<file path="config.mk">
export PLATFORM = sky130hd
export DESIGN_NAME = hazard_ctrl
export DESIGN_NICKNAME = d
export VERILOG_FILES = /design/src/rtl/hazard_pkg.sv /design/src/rtl/hazard_detect.sv /design/src/rtl/hazard_ctrl.sv
export SDC_FILE = /design/constraint.sdc
export NUM_CORES = 1
export LEC_CHECK = 0
export CORE_ASPECT_RATIO = 0.5
export CORE_MARGIN = 8
export CORE_UTILIZATION = 39
export CTS_CLUSTER_SIZE = 8
export DETAILED_ROUTE_END_ITERATION = 8
export PLACE_DENSITY = 0.78
export RECOVER_POWER = 25
export REMOVE_ABC_BUFFERS = 1
export SETUP_SLACK_MARGIN = 0.1
export SLEW_MARGIN = 0
export SYNTH_ARGS = -nofsm -noshare
export SYNTH_HDL_FRONTEND = slang
export SYNTH_HIERARCHICAL = 1
export SYNTH_SLANG_ARGS = --single-unit
</file>
<file path="constraint.sdc">
create_clock -name clk_i -period 2.2 [get_ports clk_i]
set_clock_uncertainty 0.1 [all_clocks]
set_input_delay 0.22 -clock clk_i [delete_from_list [all_inputs] [get_ports clk_i]]
set_output_delay 0.22 -clock clk_i [all_outputs]
set_load 0.02 [all_outputs]
</file>
<file path="src/rtl/hazard_pkg.sv">
// Shared types and constants for the pipeline hazard sequencer.
package hazard_pkg;

  localparam int unsigned REG_ADDR_W = 5;
  localparam int unsigned CNT_W      = 32;

  typedef enum logic [1:0] {
    StStartup = 2'd0,
    StRun     = 2'd1,
    StMemWait = 2'd2
  } state_e;

  // Saturating increment for the performance counters.
  function automatic logic [CNT_W-1:0] sat_inc(input logic [CNT_W-1:0] v);
    return (&v) ? v : v + 1'b1;
  endfunction

endpackage

</file>
<file path="src/rtl/hazard_detect.sv">
// Load-use hazard compare between the ID-stage sources and the load in EX.
module hazard_detect
  import hazard_pkg::*;
(
  input  logic [REG_ADDR_W-1:0] rs1_addr,
  input  logic [REG_ADDR_W-1:0] rs2_addr,
  input  logic                  memread,
  input  logic [REG_ADDR_W-1:0] rd,
  output logic                  loaduse
);

  // x0 is hardwired to zero, so a load targeting it can never create a hazard.
  assign loaduse = memread & (rd != '0) & ((rd == rs1_addr) | (rd == rs2_addr));

endmodule

</file>
<file path="src/rtl/hazard_ctrl.sv">
// Pipeline sequencer: start-up fill, load-use stall, branch flush, memory freeze, watchdog.
// Optional performance counters are built when HAZARD_PERF_CNT_EN is defined.
module hazard_ctrl
  import hazard_pkg::*;
#(
  parameter int unsigned START_CYCLES = 2,
  parameter int unsigned MAX_WAIT     = 1023
) (
  input  logic                  clk_i,
  input  logic                  rst_i,
  input  logic [REG_ADDR_W-1:0] rs1_addr_i,
  input  logic [REG_ADDR_W-1:0] rs2_addr_i,
  input  logic                  id_ex_memread_i,
  input  logic [REG_ADDR_W-1:0] id_ex_rd_i,
  input  logic                  branch_taken_i,
  input  logic                  mem_req_i,
  input  logic                  mem_ack_i,
  output logic                  pc_write_o,
  output logic                  if_id_stall_o,
  output logic                  if_id_flush_o,
  output logic                  id_ex_bubble_o,
  output logic                  stall_all_o,
  output logic                  err_o,
  output logic [CNT_W-1:0]      stall_cnt_o,
  output logic [CNT_W-1:0]      flush_cnt_o,
  output logic [CNT_W-1:0]      memwait_cnt_o
);

  localparam logic [3:0]  StartLast = 4'(START_CYCLES - 1);
  localparam logic [15:0] MaxWait   = 16'(MAX_WAIT);

  state_e      state_q, state_d;
  logic [3:0]  start_cnt_q, start_cnt_d;
  logic [15:0] wait_cnt_q, wait_cnt_d;
  logic        err_q, err_d;
  logic        loaduse;
  logic        memstall;

  hazard_detect u_hazard_detect (
    .rs1_addr (rs1_addr_i),
    .rs2_addr (rs2_addr_i),
    .memread  (id_ex_memread_i),
    .rd       (id_ex_rd_i),
    .loaduse  (loaduse)
  );

  assign memstall = mem_req_i & ~mem_ack_i;

  always_comb begin
    state_d        = state_q;
    start_cnt_d    = start_cnt_q;
    wait_cnt_d     = wait_cnt_q;
    err_d          = err_q;
    pc_write_o     = 1'b0;
    if_id_stall_o  = 1'b0;
    if_id_flush_o  = 1'b0;
    id_ex_bubble_o = 1'b0;
    stall_all_o    = 1'b0;

    unique case (state_q)
      StStartup: begin
        if_id_flush_o  = 1'b1;
        id_ex_bubble_o = 1'b1;
        if (start_cnt_q >= StartLast) begin
          state_d     = StRun;
          start_cnt_d = '0;
        end else begin
          start_cnt_d = start_cnt_q + 4'd1;
        end
      end
      StRun: begin
        if (memstall) begin
          stall_all_o   = 1'b1;
          if_id_stall_o = 1'b1;
          state_d       = StMemWait;
        end else if (loaduse) begin
          if_id_stall_o  = 1'b1;
          id_ex_bubble_o = 1'b1;
        end else if (branch_taken_i) begin
          if_id_flush_o = 1'b1;
          pc_write_o    = 1'b1;
        end else begin
          pc_write_o = 1'b1;
        end
      end
      StMemWait: begin
        stall_all_o   = 1'b1;
        if_id_stall_o = 1'b1;
        if (mem_ack_i) begin
          state_d    = StRun;
          wait_cnt_d = '0;
        end else begin
          wait_cnt_d = (wait_cnt_q >= MaxWait) ? wait_cnt_q : wait_cnt_q + 16'd1;
          if (wait_cnt_d == MaxWait) begin
            err_d = 1'b1;
          end
        end
      end
      default: begin
        if_id_flush_o  = 1'b1;
        id_ex_bubble_o = 1'b1;
        state_d        = StStartup;
        start_cnt_d    = '0;
      end
    endcase

    // The reset cycle itself presents the start-up control set.
    if (rst_i) begin
      pc_write_o     = 1'b0;
      if_id_stall_o  = 1'b0;
      if_id_flush_o  = 1'b1;
      id_ex_bubble_o = 1'b1;
      stall_all_o    = 1'b0;
    end
  end

  always_ff @(posedge clk_i) begin
    if (rst_i) begin
      state_q     <= StStartup;
      start_cnt_q <= '0;
      wait_cnt_q  <= '0;
      err_q       <= 1'b0;
    end else begin
      state_q     <= state_d;
      start_cnt_q <= start_cnt_d;
      wait_cnt_q  <= wait_cnt_d;
      err_q       <= err_d;
    end
  end

  assign err_o = err_q;

`ifdef HAZARD_PERF_CNT_EN
  logic [CNT_W-1:0] stall_cnt_q, flush_cnt_q, memwait_cnt_q;

  // In RUN, bubble alone marks load-use and flush alone marks a taken branch.
  always_ff @(posedge clk_i) begin
    if (rst_i) begin
      stall_cnt_q   <= '0;
      flush_cnt_q   <= '0;
      memwait_cnt_q <= '0;
    end else begin
      if ((state_q == StRun) && id_ex_bubble_o) begin
        stall_cnt_q <= sat_inc(stall_cnt_q);
      end
      if ((state_q == StRun) && if_id_flush_o) begin
        flush_cnt_q <= sat_inc(flush_cnt_q);
      end
      if (stall_all_o) begin
        memwait_cnt_q <= sat_inc(memwait_cnt_q);
      end
    end
  end

  assign stall_cnt_o   = stall_cnt_q;
  assign flush_cnt_o   = flush_cnt_q;
  assign memwait_cnt_o = memwait_cnt_q;
`else
  assign stall_cnt_o   = '0;
  assign flush_cnt_o   = '0;
  assign memwait_cnt_o = '0;
`endif

endmodule

</file>
==> flow_summary_export.csv <==
group,metric,value,unit
run_status,status,"complete, no violations",
global_routing,grt_pass1_vias,1440,
cts,cts_hold_buf,0,
timing,grt_setup_unrepaired,"true",
synth,ys.flop_type,"dfxtp_1",
setup_path,startpoint,"rs2_addr_i[0]",
routing,drt-total-wl,4300,um
setup_path,cp-endpoint,"if_id_stall_o",
place,dpl_cell_area,2220,um2
cts,htreeDepth,1,
setup_path,cp-end-kind,"output port",
power_and_ir_drop,power.share.clock,0.200,
setup_path,path_depth,8,
finish,fin_nets,342,
place,dpl.hpwl,3590,um
synth,yosysSeqAreaShare,0.210,
power_and_ir_drop,swShare,0.417,
power_and_ir_drop,internal_power,782,uW
routing,ant_nets,0,
global_routing,antenna_found_initial,0,
setup_path,slowest_stage,"clkdlybuf4s50_1",
setup_path,slowest_delay,0.43,ns
cts,path_clk_slew,0.08,ns
timing,finalSetupTns,0,ns
finish,drive_gt1_frac,0.0929,
finish,fin_cells,385,
floorplan,ios,123,
routing,drc,0,
timing,setup_viol,0,
power_and_ir_drop,p_per_area,589,nW/um2
synth,synth_edf_count,0,
global_routing,grt_max_degree,14,
cts,clock_path_buffers,2,
routing,routedWlPerCell,11.2,um
setup_path,critical_path.top_delay_family,"buffers and inverters",
setup_path,reg2reg_from,"wait_cnt_q[0]$_SDFFE_PP0P_",
floorplan,die_area,8410,um2
routing,routed-via-count,1603,
power_and_ir_drop,comb_power_share,0.450,
finish,final_util,0.418,
timing,slew_violations,0,
floorplan,die_w,122,um
finish,antennaDiodeCount,0,
setup_path,crit_chain,"clkdlybuf4s50_1 > xor2_1 > nor3_1 > nand3_1 > a21oi_2 > o21ai_1 > a21oi_1 > buf_4",
synth,syn-cell-area,2190,um2
power_and_ir_drop,peakVddDrop,0.000270,V
power_and_ir_drop,pwr-share-seq,0.349,
setup_path,worstSetupPathType,"in2out",
setup_path,rr_endpoint,"err_o$_SDFFE_PP0P_",
cts,cts.root.buffer_cell,"clkbuf_8",
cts,cts_buffers,3,
synth,synthCells,278,
global_routing,grt_pass1_wl,6440,um
global_routing,grt-ovfl-total,0,
timing,fmax,0.497,GHz
floorplan,start_util,0.402,
setup_path,cp.required,1.88,ns
synth,synthArstFlopShare,0,
run,maxCapViolations,0,
power_and_ir_drop,power_switching,560,uW
place,placedCellCount,380,
routing,drtIter0Drc,82,
timing,whs,0.346,ns
place,port_buffers,26,
finish,stdcell_area,2280,um2
synth,synth-seq-cells,23,
floorplan,coreArea,5440,um2
setup_path,r2r_slack,0.24,ns
setup_path,reg2regPathDepth,7,
synth,yosysWarningCount,6,
cts,clkLatencyLatePin,0.27,ns
finish,fillerInstances,540,
setup_path,worstSetupStartpointType,"input pin",
place,place_congestion,0.904,
synth,yosys.area.top_type,"buf_4",
synth,synth_area_per_cell,7.88,um2
global_routing,grt_usage,0.0922,
floorplan,row_count,19,
power_and_ir_drop,power.leakage,0.00110,uW
routing,dr.pass1.iters,4,
timing,period_minus_slack,2.01,ns
cts,cts_tree,"yes",
timing,period_share,0.915,
routing,via_per_inst,4.16,
setup_path,arrival,1.69,ns
floorplan,dieHeight,69.0,um
cts,clkSinkCount,23,
synth,yosys.area.top_type_share,0.329,
setup_path,crit_buf_inv,2,
timing,final-hold-violation-count,0,
synth,post_synth_num_cell_types,49,
setup_path,critPathMaxFanout,4,
worst_hold_path,worstHoldPathType,"reg2reg",
finish,area_growth,3.94,%
synth,synth_top_cells_by_area,"buf_4 33%, dfxtp_1 21%, ha_1 4.6%",
==> flip-flops by register name, indices dropped and copies added (netlist names) <==
name / count
wait_cnt_q: 16
state_q: 2
start_cnt_q: 4
err_o: 1
==> synthesized netlist by cell type, types with 2 or more instances <==
library cell  number
nand3_1            7
ha_1               8
inv_1              6
or4_1              2
xor2_1             8
a21oi_1           14
mux2i_1            2
nand2_1           13
buf_2              2
or3_1              2
nor2b_1            2
clkbuf_1           2
a22oi_1            4
nor3_1             5
nor2_1            20
buf_4             96
and2_1             8
nand4_1            3
o21ai_1            4
nand2b_1           5
dfxtp_1           23
and2b_1            2
o21ai_0            7
xnor2_1            4
and3_1             5
==> area by class of cell <==
type / count / area [um2] / share of cell area
multi-input cells: 242 / 1330 / 0.583
well taps: 73 / 91.3 / 0.0401
flip-flops and latches: 23 / 460 / 0.202
repair buffers: 37 / 330 / 0.145
clock buffers: 4 / 45.0 / 0.0198
inverters: 6 / 22.5 / 0.00990
==> worst min-delay path by stage <==
stage | startpoint | endpoint | cells past startpoint
after floorplan | rst_i | state_q[0]$_SDFFE_PP0P_ | 1
after global placement | start_cnt_q[3]$_SDFFE_PP0P_ | start_cnt_q[3]$_SDFFE_PP0P_ | 2
after detailed placement | start_cnt_q[3]$_SDFFE_PP0P_ | start_cnt_q[3]$_SDFFE_PP0P_ | 2
after CTS | start_cnt_q[3]$_SDFFE_PP0P_ | start_cnt_q[3]$_SDFFE_PP0P_ | 2
after global routing | start_cnt_q[3]$_SDFFE_PP0P_ | start_cnt_q[3]$_SDFFE_PP0P_ | 2
final | start_cnt_q[3]$_SDFFE_PP0P_ | start_cnt_q[3]$_SDFFE_PP0P_ | 2
==> worst min-delay path, stage by stage (launching register included) <==
cell and delay (ns):
dfxtp_1 0.32, inv_1 0.05, nor2_1 0.03
==> repair_timing <==
item / CTS / global route
cloned: 0 / 0
pin swaps: 2 / 6
buffers inserted: 0 / 1
resized for setup: 29 / 7
setup endpoints to repair: 5 / 4
==> layer usage <==
layer / global-route usage / up-vias / wire, um
li1: - / 808 / -
met1: 0.106 / 721 / 1760
met2: 0.180 / 71 / 2140
met3: 0.0179 / 3 / 392
met4: 0.0137 / 0 / 10
met5: 0 / - / 0
==> stage by stage <==
stage / power (uW) / setup slack (ns)
final: 1340 / 0.186
after global routing: 1440 / 0.0703
after CTS: 1340 / 0.0951
after detailed placement: 1080 / -0.488
after global placement: 1070 / -0.482
after floorplan: 904 / 0.394
==> cells in the final DEF (no fill, tap or decap), types with 2 or more instances in the layout <==
cell	instances
conb_1	96
dfxtp_1	23
nor2_1	20
a21oi_1	13
nand2_1	13
clkdlybuf4s50_1	13
buf_4	13
and2_1	8
xor2_1	8
ha_1	8
nand3_1	7
inv_1	6
o21ai_0	6
dlygate4sd2_1	6
nand2b_1	5
and3_1	5
o21ai_1	4
nor3_1	4
a22oi_1	4
xnor2_1	4
nand4_1	3
clkbuf_8	3
nor2b_1	2
nor3_2	2
and2b_1	2
mux2i_1	2
or3_1	2
clkbuf_1	2
dlymetal6s2s_1	2
==> kinds of logic after synthesis <==
group / Yosys count / share of synthesized area
adder cells (fa/ha/maj): 8 / 0.0457
XOR/XNOR: 12 / 0.0480
AO/OA/AOI/OAI: 42 / 0.123
other: 1 / 0.00171
buffers and inverters: 108 / 0.354
flip-flops: 23 / 0.210
multiplexers: 2 / 0.00914
AND/OR/NAND/NOR: 82 / 0.208
==> power groups by stage <==
stage | logic (uW) | clock network, uW | registers, uW
floorplan | 432 | 0 | 473
global placement | 595 | 0 | 477
detailed placement | 597 | 0 | 480
CTS | 594 | 277 | 469
global route | 668 | 295 | 472
finish | 604 | 269 | 468
(Power assumes the default switching activity.)
